## config.mk

```make
export PLATFORM = sky130hd
export DESIGN_NAME = alu_code_scm
export DESIGN_NICKNAME = d
export VERILOG_FILES = /design/src/rtl/alu_code_scm_pkg.sv /design/src/rtl/alu_code_scm_shifter.sv /design/src/rtl/alu_code_scm.sv
export SDC_FILE = /design/constraint.sdc
export NUM_CORES = 1
export LEC_CHECK = 0
export BUFFER_PORTS_ARGS = -buffer_cell sky130_fd_sc_hd__buf_2
export CORE_MARGIN = 2
export CORE_UTILIZATION = 40
export DETAILED_ROUTE_END_ITERATION = 8
export MAX_ROUTING_LAYER = met4
export PLACE_DENSITY = 0.64
export SLEW_MARGIN = 10
export SYNTH_ARGS = -nofsm -noshare
export SYNTH_HDL_FRONTEND = slang
export SYNTH_SLANG_ARGS = --single-unit
```

## constraint.sdc

```tcl
create_clock -name clk -period 2.5 [get_ports clk]
set_clock_uncertainty 0.1 [all_clocks]
set_input_delay 0.125 -clock clk [delete_from_list [all_inputs] [get_ports clk]]
set_output_delay 0.125 -clock clk [all_outputs]
set_load 0.02 [all_outputs]
```

## src/rtl/alu_code_scm_pkg.sv

```systemverilog
// Shared opcode encoding and default data-path width for the alu_code_scm slice.
package alu_code_scm_pkg;

  localparam int ALU_WIDTH = 16;

  typedef enum logic [1:0] {
    OP_ADD = 2'd0,
    OP_SUB = 2'd1,
    OP_SLL = 2'd2,
    OP_SLT = 2'd3
  } op_e;

  // Number of binary shift stages needed to reach a shift of exactly width,
  // so the bit shifted out by a full-width shift is still captured.
  function automatic int shift_stages(input int width);
    return $clog2(width + 1);
  endfunction

endpackage

```

## src/rtl/alu_code_scm_shifter.sv

```systemverilog
// Combinational logarithmic left barrel shifter with zero fill; also reports the last bit shifted out.
module alu_code_scm_shifter
  import alu_code_scm_pkg::*;
#(
  parameter int WIDTH = ALU_WIDTH
) (
  input  logic [WIDTH-1:0] a,
  input  logic [WIDTH-1:0] amt,
  output logic [WIDTH-1:0] shifted,
  output logic             shift_out
);

  localparam int STAGES = shift_stages(WIDTH);

  // One extra guard bit on top: after a total shift of k it holds a[WIDTH-k].
  logic [WIDTH:0] stage [0:STAGES];
  logic           too_far;

  assign stage[0] = {1'b0, a};

  for (genvar i = 0; i < STAGES; i++) begin : g_stage
    assign stage[i+1] = amt[i] ? {stage[i][WIDTH-(2**i):0], {(2**i){1'b0}}} : stage[i];
  end

  if (WIDTH > STAGES) begin : g_range
    assign too_far = |amt[WIDTH-1:STAGES];
  end else begin : g_norange
    assign too_far = 1'b0;
  end

  assign shifted   = too_far ? '0   : stage[STAGES][WIDTH-1:0];
  assign shift_out = too_far ? 1'b0 : stage[STAGES][WIDTH];

endmodule

```

## src/rtl/alu_code_scm.sv

```systemverilog
// Four-op ALU (ADD/SUB/SLL/SLT) with one registered result stage; ALU_CODE_SCM_FLAGS_EN adds zero/neg/carry/ovf.
// Latency 1 cycle, one op per cycle; no backpressure, out_valid pulses once per result.
module alu_code_scm
  import alu_code_scm_pkg::*;
#(
  parameter int WIDTH = ALU_WIDTH
) (
  input  logic             clk,
  input  logic             rst_n,
  input  logic [WIDTH-1:0] a,
  input  logic [WIDTH-1:0] b,
  input  logic [1:0]       s,
  input  logic             in_valid,
  output logic [WIDTH-1:0] o,
  output logic             out_valid
`ifdef ALU_CODE_SCM_FLAGS_EN
  ,
  output logic             zero,
  output logic             neg,
  output logic             carry,
  output logic             ovf
`endif
);

  op_e              op;
  logic [WIDTH-1:0] add_res;
  logic [WIDTH-1:0] sub_res;
  logic [WIDTH-1:0] sll_res;
  logic [WIDTH-1:0] slt_res;
  logic [WIDTH-1:0] res_nxt;

  assign op = op_e'(s);

`ifdef ALU_CODE_SCM_FLAGS_EN
  logic add_c;
  logic sub_borrow;
  logic sll_c;
  logic carry_nxt;
  logic ovf_nxt;

  // Unsigned extension: top bit is carry for ADD and borrow (a < b) for SUB.
  assign {add_c, add_res}      = {1'b0, a} + {1'b0, b};
  assign {sub_borrow, sub_res} = {1'b0, a} - {1'b0, b};
`else
  logic sll_c_unused;

  assign add_res = a + b;
  assign sub_res = a - b;
`endif

  alu_code_scm_shifter #(
    .WIDTH(WIDTH)
  ) u_shifter (
    .a        (a),
`ifdef ALU_CODE_SCM_FLAGS_EN
    .shift_out(sll_c),
`else
    .shift_out(sll_c_unused),
`endif
    .amt      (b),
    .shifted  (sll_res)
  );

  always_comb begin
    slt_res = '0;
    if ($signed(a) > $signed(b)) begin
      slt_res = {{(WIDTH-1){1'b0}}, 1'b1};
    end else if ($signed(a) < $signed(b)) begin
      slt_res = '1;
    end
  end

  always_comb begin
    res_nxt = add_res;
    case (op)
      OP_ADD:  res_nxt = add_res;
      OP_SUB:  res_nxt = sub_res;
      OP_SLL:  res_nxt = sll_res;
      OP_SLT:  res_nxt = slt_res;
      default: res_nxt = add_res;
    endcase
  end

`ifdef ALU_CODE_SCM_FLAGS_EN
  always_comb begin
    carry_nxt = 1'b0;
    ovf_nxt   = 1'b0;
    case (op)
      OP_ADD: begin
        carry_nxt = add_c;
        ovf_nxt   = (a[WIDTH-1] == b[WIDTH-1]) && (add_res[WIDTH-1] != a[WIDTH-1]);
      end
      OP_SUB: begin
        carry_nxt = sub_borrow;
        ovf_nxt   = (a[WIDTH-1] != b[WIDTH-1]) && (sub_res[WIDTH-1] != a[WIDTH-1]);
      end
      OP_SLL:  carry_nxt = sll_c;
      default: begin
        carry_nxt = 1'b0;
        ovf_nxt   = 1'b0;
      end
    endcase
  end

  always_ff @(posedge clk or negedge rst_n) begin
    if (!rst_n) begin
      zero  <= 1'b0;
      neg   <= 1'b0;
      carry <= 1'b0;
      ovf   <= 1'b0;
    end else if (in_valid) begin
      zero  <= (res_nxt == '0);
      neg   <= res_nxt[WIDTH-1];
      carry <= carry_nxt;
      ovf   <= ovf_nxt;
    end
  end
`endif

  always_ff @(posedge clk or negedge rst_n) begin
    if (!rst_n) begin
      o         <= '0;
      out_valid <= 1'b0;
    end else begin
      out_valid <= in_valid;
      if (in_valid) begin
        o <= res_nxt;
      end
    end
  end

endmodule

```

Yosys cells after proc, flatten, opt, wreduce, memory -nomap -nowiden
Cells that the tools add are included.

Bits in registers: 17. Word-level logic and storage cells: 20.

Add/subtract/negate cells: 2. Magnitude comparators: 2. Equality and inequality tests: 3. Muxes and demuxes: 9. Reduce and logical (&&, ||, !) cells: 2.

Operator list (number): two-way mux 16 bit (8); one-hot mux 16 bit (4 select lines) (1); adder 16 bit (1); > comparator 16 bit (1); < comparator 16 bit (1); subtractor 16 bit (1); OR reduction 11 bit (1); == test 2 bit (second input constant) (2); == test 2 x 1 -> 1 bit (second input constant) (1); logical NOT 2 bit (1).

Depth between registers and ports, before layout
Depth after elaboration: 7. Mapped depth: 11. Mapped depth without buffers: 10.

Cells and area by module
A second synthesis with hierarchy kept.

Cells, all modules: 436. Area total of the unflattened synthesis: 3575.9 µm².

By module, submodules not included: alu_code_scm (times used 1, cells each 348, area each 2768.9 µm²); alu_code_scm_shifter (times used 1, cells each 88, area each 807.0 µm²).

Least setup slack after synthesis
OpenSTA, ideal clock, no wires.

Path kind: input to register. Start: input b[1]. End: register o[9]. Library setup time: 0.150 ns. Data arrival time: 2.177 ns. Path slack: 0.073 ns. Stages on the path: 11. Path buffers: 2. Cell sequence: buf_4 -> buf_6 -> inv_1 -> ha_1 -> nor2b_1 -> o31a_1 -> o21ai_0 -> o21ai_0 -> xnor2_1 -> a2111oi_0 -> a311oi_1.

Longest elaborated chain between the ends: 6.

Ends and longest elaborated chain: from (decl) (RTL line alu_code_scm.sv:11) `input logic [WIDTH-1:0] b,`; branches (longest 5 deep; another with < comparator 16 bit); one-hot mux 16 bit (4 select lines) (*) (RTL line alu_code_scm.sv:75) `case (op)`; to (signal assigned) (RTL line alu_code_scm.sv:127) `o <= res_nxt;`; to (decl) (RTL line alu_code_scm.sv:14) `output logic [WIDTH-1:0] o,`.

Mark *: on every way between the ends. A chain may end at the register's enable or synchronous reset.

Worst setup path after layout
Start: input a[0]. End: register o[9].

Longest elaborated chain between the ends: 7.

Ends and longest elaborated chain: from (decl) (RTL line alu_code_scm.sv:10) `input logic [WIDTH-1:0] a,`; branches (longest 6 deep; another with < comparator 16 bit); one-hot mux 16 bit (4 select lines) (*) (RTL line alu_code_scm.sv:75).

Marks and branches as above.

==> impl_results.md <==
- Status: completed
- CTS tree: built
- Worst R2R Start: o[8]
- Lkg Pwr: 0.00179 uW
- Syn Nets: 501
- Crit. End Element: flop
- Stages on the worst setup path: 11
- Initial antenna violation count: 0
- TritonCTS Buffers: 3
- Max-Cap Viols: 0
- Final Cell Area: 3900 um2
- Post-synth top area share: 0.129
- PwrDens: 367 nW/um2
- Fin crit share: 0.930
- Critical path required time: 2.50 ns
- WS Path Type: in2reg
- Area added between synthesis and finish: 18.1%
- Die Span Y: 94.8 um
- CP Max Fanout: 3
- RSZ-0062 raised after global routing: false
- Syn avg cell area: 7.67 um2
- Clock Sinks: 17
- Post-synth EDFFs: 0
- Synth area leaders: dfrtp_1, ha_1, mux4_2
- Area leader, netlist: dfrtp_1
- Yosys warns: 0
- Commonest cells post-synth: nand2_1, nor2_1, a21oi_1, inv_1, ha_1
- Vias per cell: 5.72
- Arr. time, crit path: 2.32 ns
- Routed WL: 10700 um
- Iter 0 DRT Violations: 199
- Gate count of the mapped netlist: 430
- Number of port buffers: 53
- CP Launch Point: a[0]
- Worst Hold Class: in2reg
- Postcts setup bufs: 0
- GRT Total Usage: 0.255
- Vias in the first global route: 3342
- Max-slew violation count: 0
- CP max stage delay: 0.46 ns
- Worst vdd ir: 0.154 mV
- Total gr overflow: 0
- Drc violations: 0
- Worst Max-Slew Pin Slew: 0.530 ns
- Core area: 8090 um2
- Sequential Power Share: 0.237
- Hold_ws: 0.135 ns
- Rows: 33
- Cell Count Post-Placement: 604
- First-pass GRT wire length: 17500 um
- Die area: 8990 um2
- Layout cells sized above 1: 0.248
- Seq/Total Area, Yosys: 0.129
- CP max-delay cell: a2111oi_1
- Antenna diode count: 0
- Internal: 802 uW
- Final setup viols: 0
- RD Place Congestion: 0.968
- FF-to-FF path depth: 3
- CP Buf/Inv Count: 2
- Asr flop ratio synth: 1.00
- Switch Pwr: 628 uW
- R2R Setup Slk: 1.57 ns
- Sequential cell area: 425 um2
- Sw Share: 0.439
- Reg-to-reg endpoint: o[8]
- Synth Register Bits: 17
- Root buf cell: clkbuf_8
- TNS Setup: 0 ns
- Worst-path cell chain: buf_2 > inv_1 > ha_1 > fa_1 > nand2b_1 > a211o_1 > a21o_1 > nand2_1 > a31oi_1 > a2111oi_1 > a311oi_1
- Die width: 94.8 um
- Post-DR wirelength/cell: 17.6 um
- Nets: 576
- Synthesized cell area: 3300 um2
- Remaining antenna violation count: 0
- CP endpoint: o[9]
- CP Launch Type: input port
- Combinational share of power: 0.625
- Max clock buf depth: 2
- Largest net degree at the start of global routing: 28
- Fmax: 430 MHz
- Number of library cell types mapped by synthesis: 72
- H-tree depth: 1
- DP Area: 3840 um2
- Post-DP HPWL: 9130 um
- Via count: 3485
- Largest delay share family, worst path: compound AO/OA/AOI/OAI gates
- Filler cells: 844
- Worst skew pair latency: 0.25 ns
- Fin crit period: 2.33 ns
- Clock Pin Slew Worst Setup and Hold Paths: 0.06 ns
- Post-Layout Cell Count: 609
- Clk network pwr share: 0.139
- Top-count cell post-synth: nand2_1
- Final hold vios: 0
- Ys flop type: dfrtp_1
- Starting Density: 0.408
- Tot Pwr: 1430 uW
- Max-slew headroom: 0.646
- IO Pins: 54
- Footprint of the multi-input gates: 2580 um2
- DRT Pass-1 Iters: 5
cell type report:
type                       count  share of cell area
sequential                    17               0.109
timing repair buffer          95               0.150
multi-input combinational    353               0.662
clock buffer                   4              0.0116
inverter                      35              0.0337
tap                          105              0.0337
per-layer routing:
metal	routed length [um]	up-vias	global-route usage
li1	-	1720	-
met2	4720	133	0.376
met4	278	0	0.0797
met1	5070	1615	0.363
met3	647	17	0.0295
met5	0	-	-
cells in the final DEF, fill, tap and decap left out, types with 4 or more instances in the layout:
cell type,n
buf_2,53
nand2_1,46
buf_4,41
nor2_1,37
a21oi_1,36
inv_1,33
ha_1,32
o21ai_0,20
dfrtp_1,17
xnor2_1,15
mux2i_1,11
a31oi_1,11
mux4_2,10
nand3_1,9
nor4_1,8
nor2b_1,8
nor3_1,7
nand2b_1,6
o22ai_1,6
o21bai_1,5
a21o_1,4
nand4_1,4
o31ai_1,4
or2_2,4
xor2_1,4
worst min-delay path by stage:
stage | cells after the start | end | slack (ns) | startpoint
final | 1 | out_valid | 0.13 | in_valid
after global routing | 1 | out_valid | 0.16 | in_valid
after CTS | 1 | out_valid | 0.13 | in_valid
after detailed placement | 1 | o[8] | -0.04 | rst_n
after global placement | 1 | o[4] | -0.04 | rst_n
after floorplan | 0 | o[0] | -0.27 | rst_n
what timing repair did:
item | 4_1_cts | 5_1_grt
hold buffers | 1 | 0
hold endpoints to repair | 17 | 0
setup endpoints to repair | 0 | 1
resized for setup | 0 | 1
sequential cells by signal (all words and copies together), names as in the netlist:
register / flops
out_valid: 1
o: 16
power by group through the flow:
stage	combinational (uW)	clock, uW	sequential (uW)
after floorplan	528	0	393
after global placement	871	0	342
after detailed placement	877	0	344
after CTS	883	205	339
after global routing	977	216	343
final	893	199	338
cells by family (layout without fill, tap and decap cells):
| logic type | count (synthesis) | after routing | synth area share |
|---|---|---|---|
| xor gates and xnor gates | 19 | 19 | 0.0504 |
| muxes | 24 | 24 | 0.112 |
| AOI/OAI and AO/OA | 133 | 133 | 0.281 |
| and+or+nand+nor | 143 | 143 | 0.205 |
| DFF | 17 | 17 | 0.129 |
| buffers and inverters | 60 | 134 | 0.0895 |
| adders and majority gates | 34 | 34 | 0.133 |
through the flow:
| stage | utilization | worst slack (ns) |
|---|---|---|
| final | 0.481 | 0.175 |
| after global routing | 0.481 | 0.00267 |
| after CTS | 0.481 | 0.168 |
| after detailed placement | 0.474 | -0.0780 |
| after global placement | 0.474 | -0.0598 |
| after floorplan | - | 0.0729 |
Note: power is estimated with default switching activity, not from simulation.
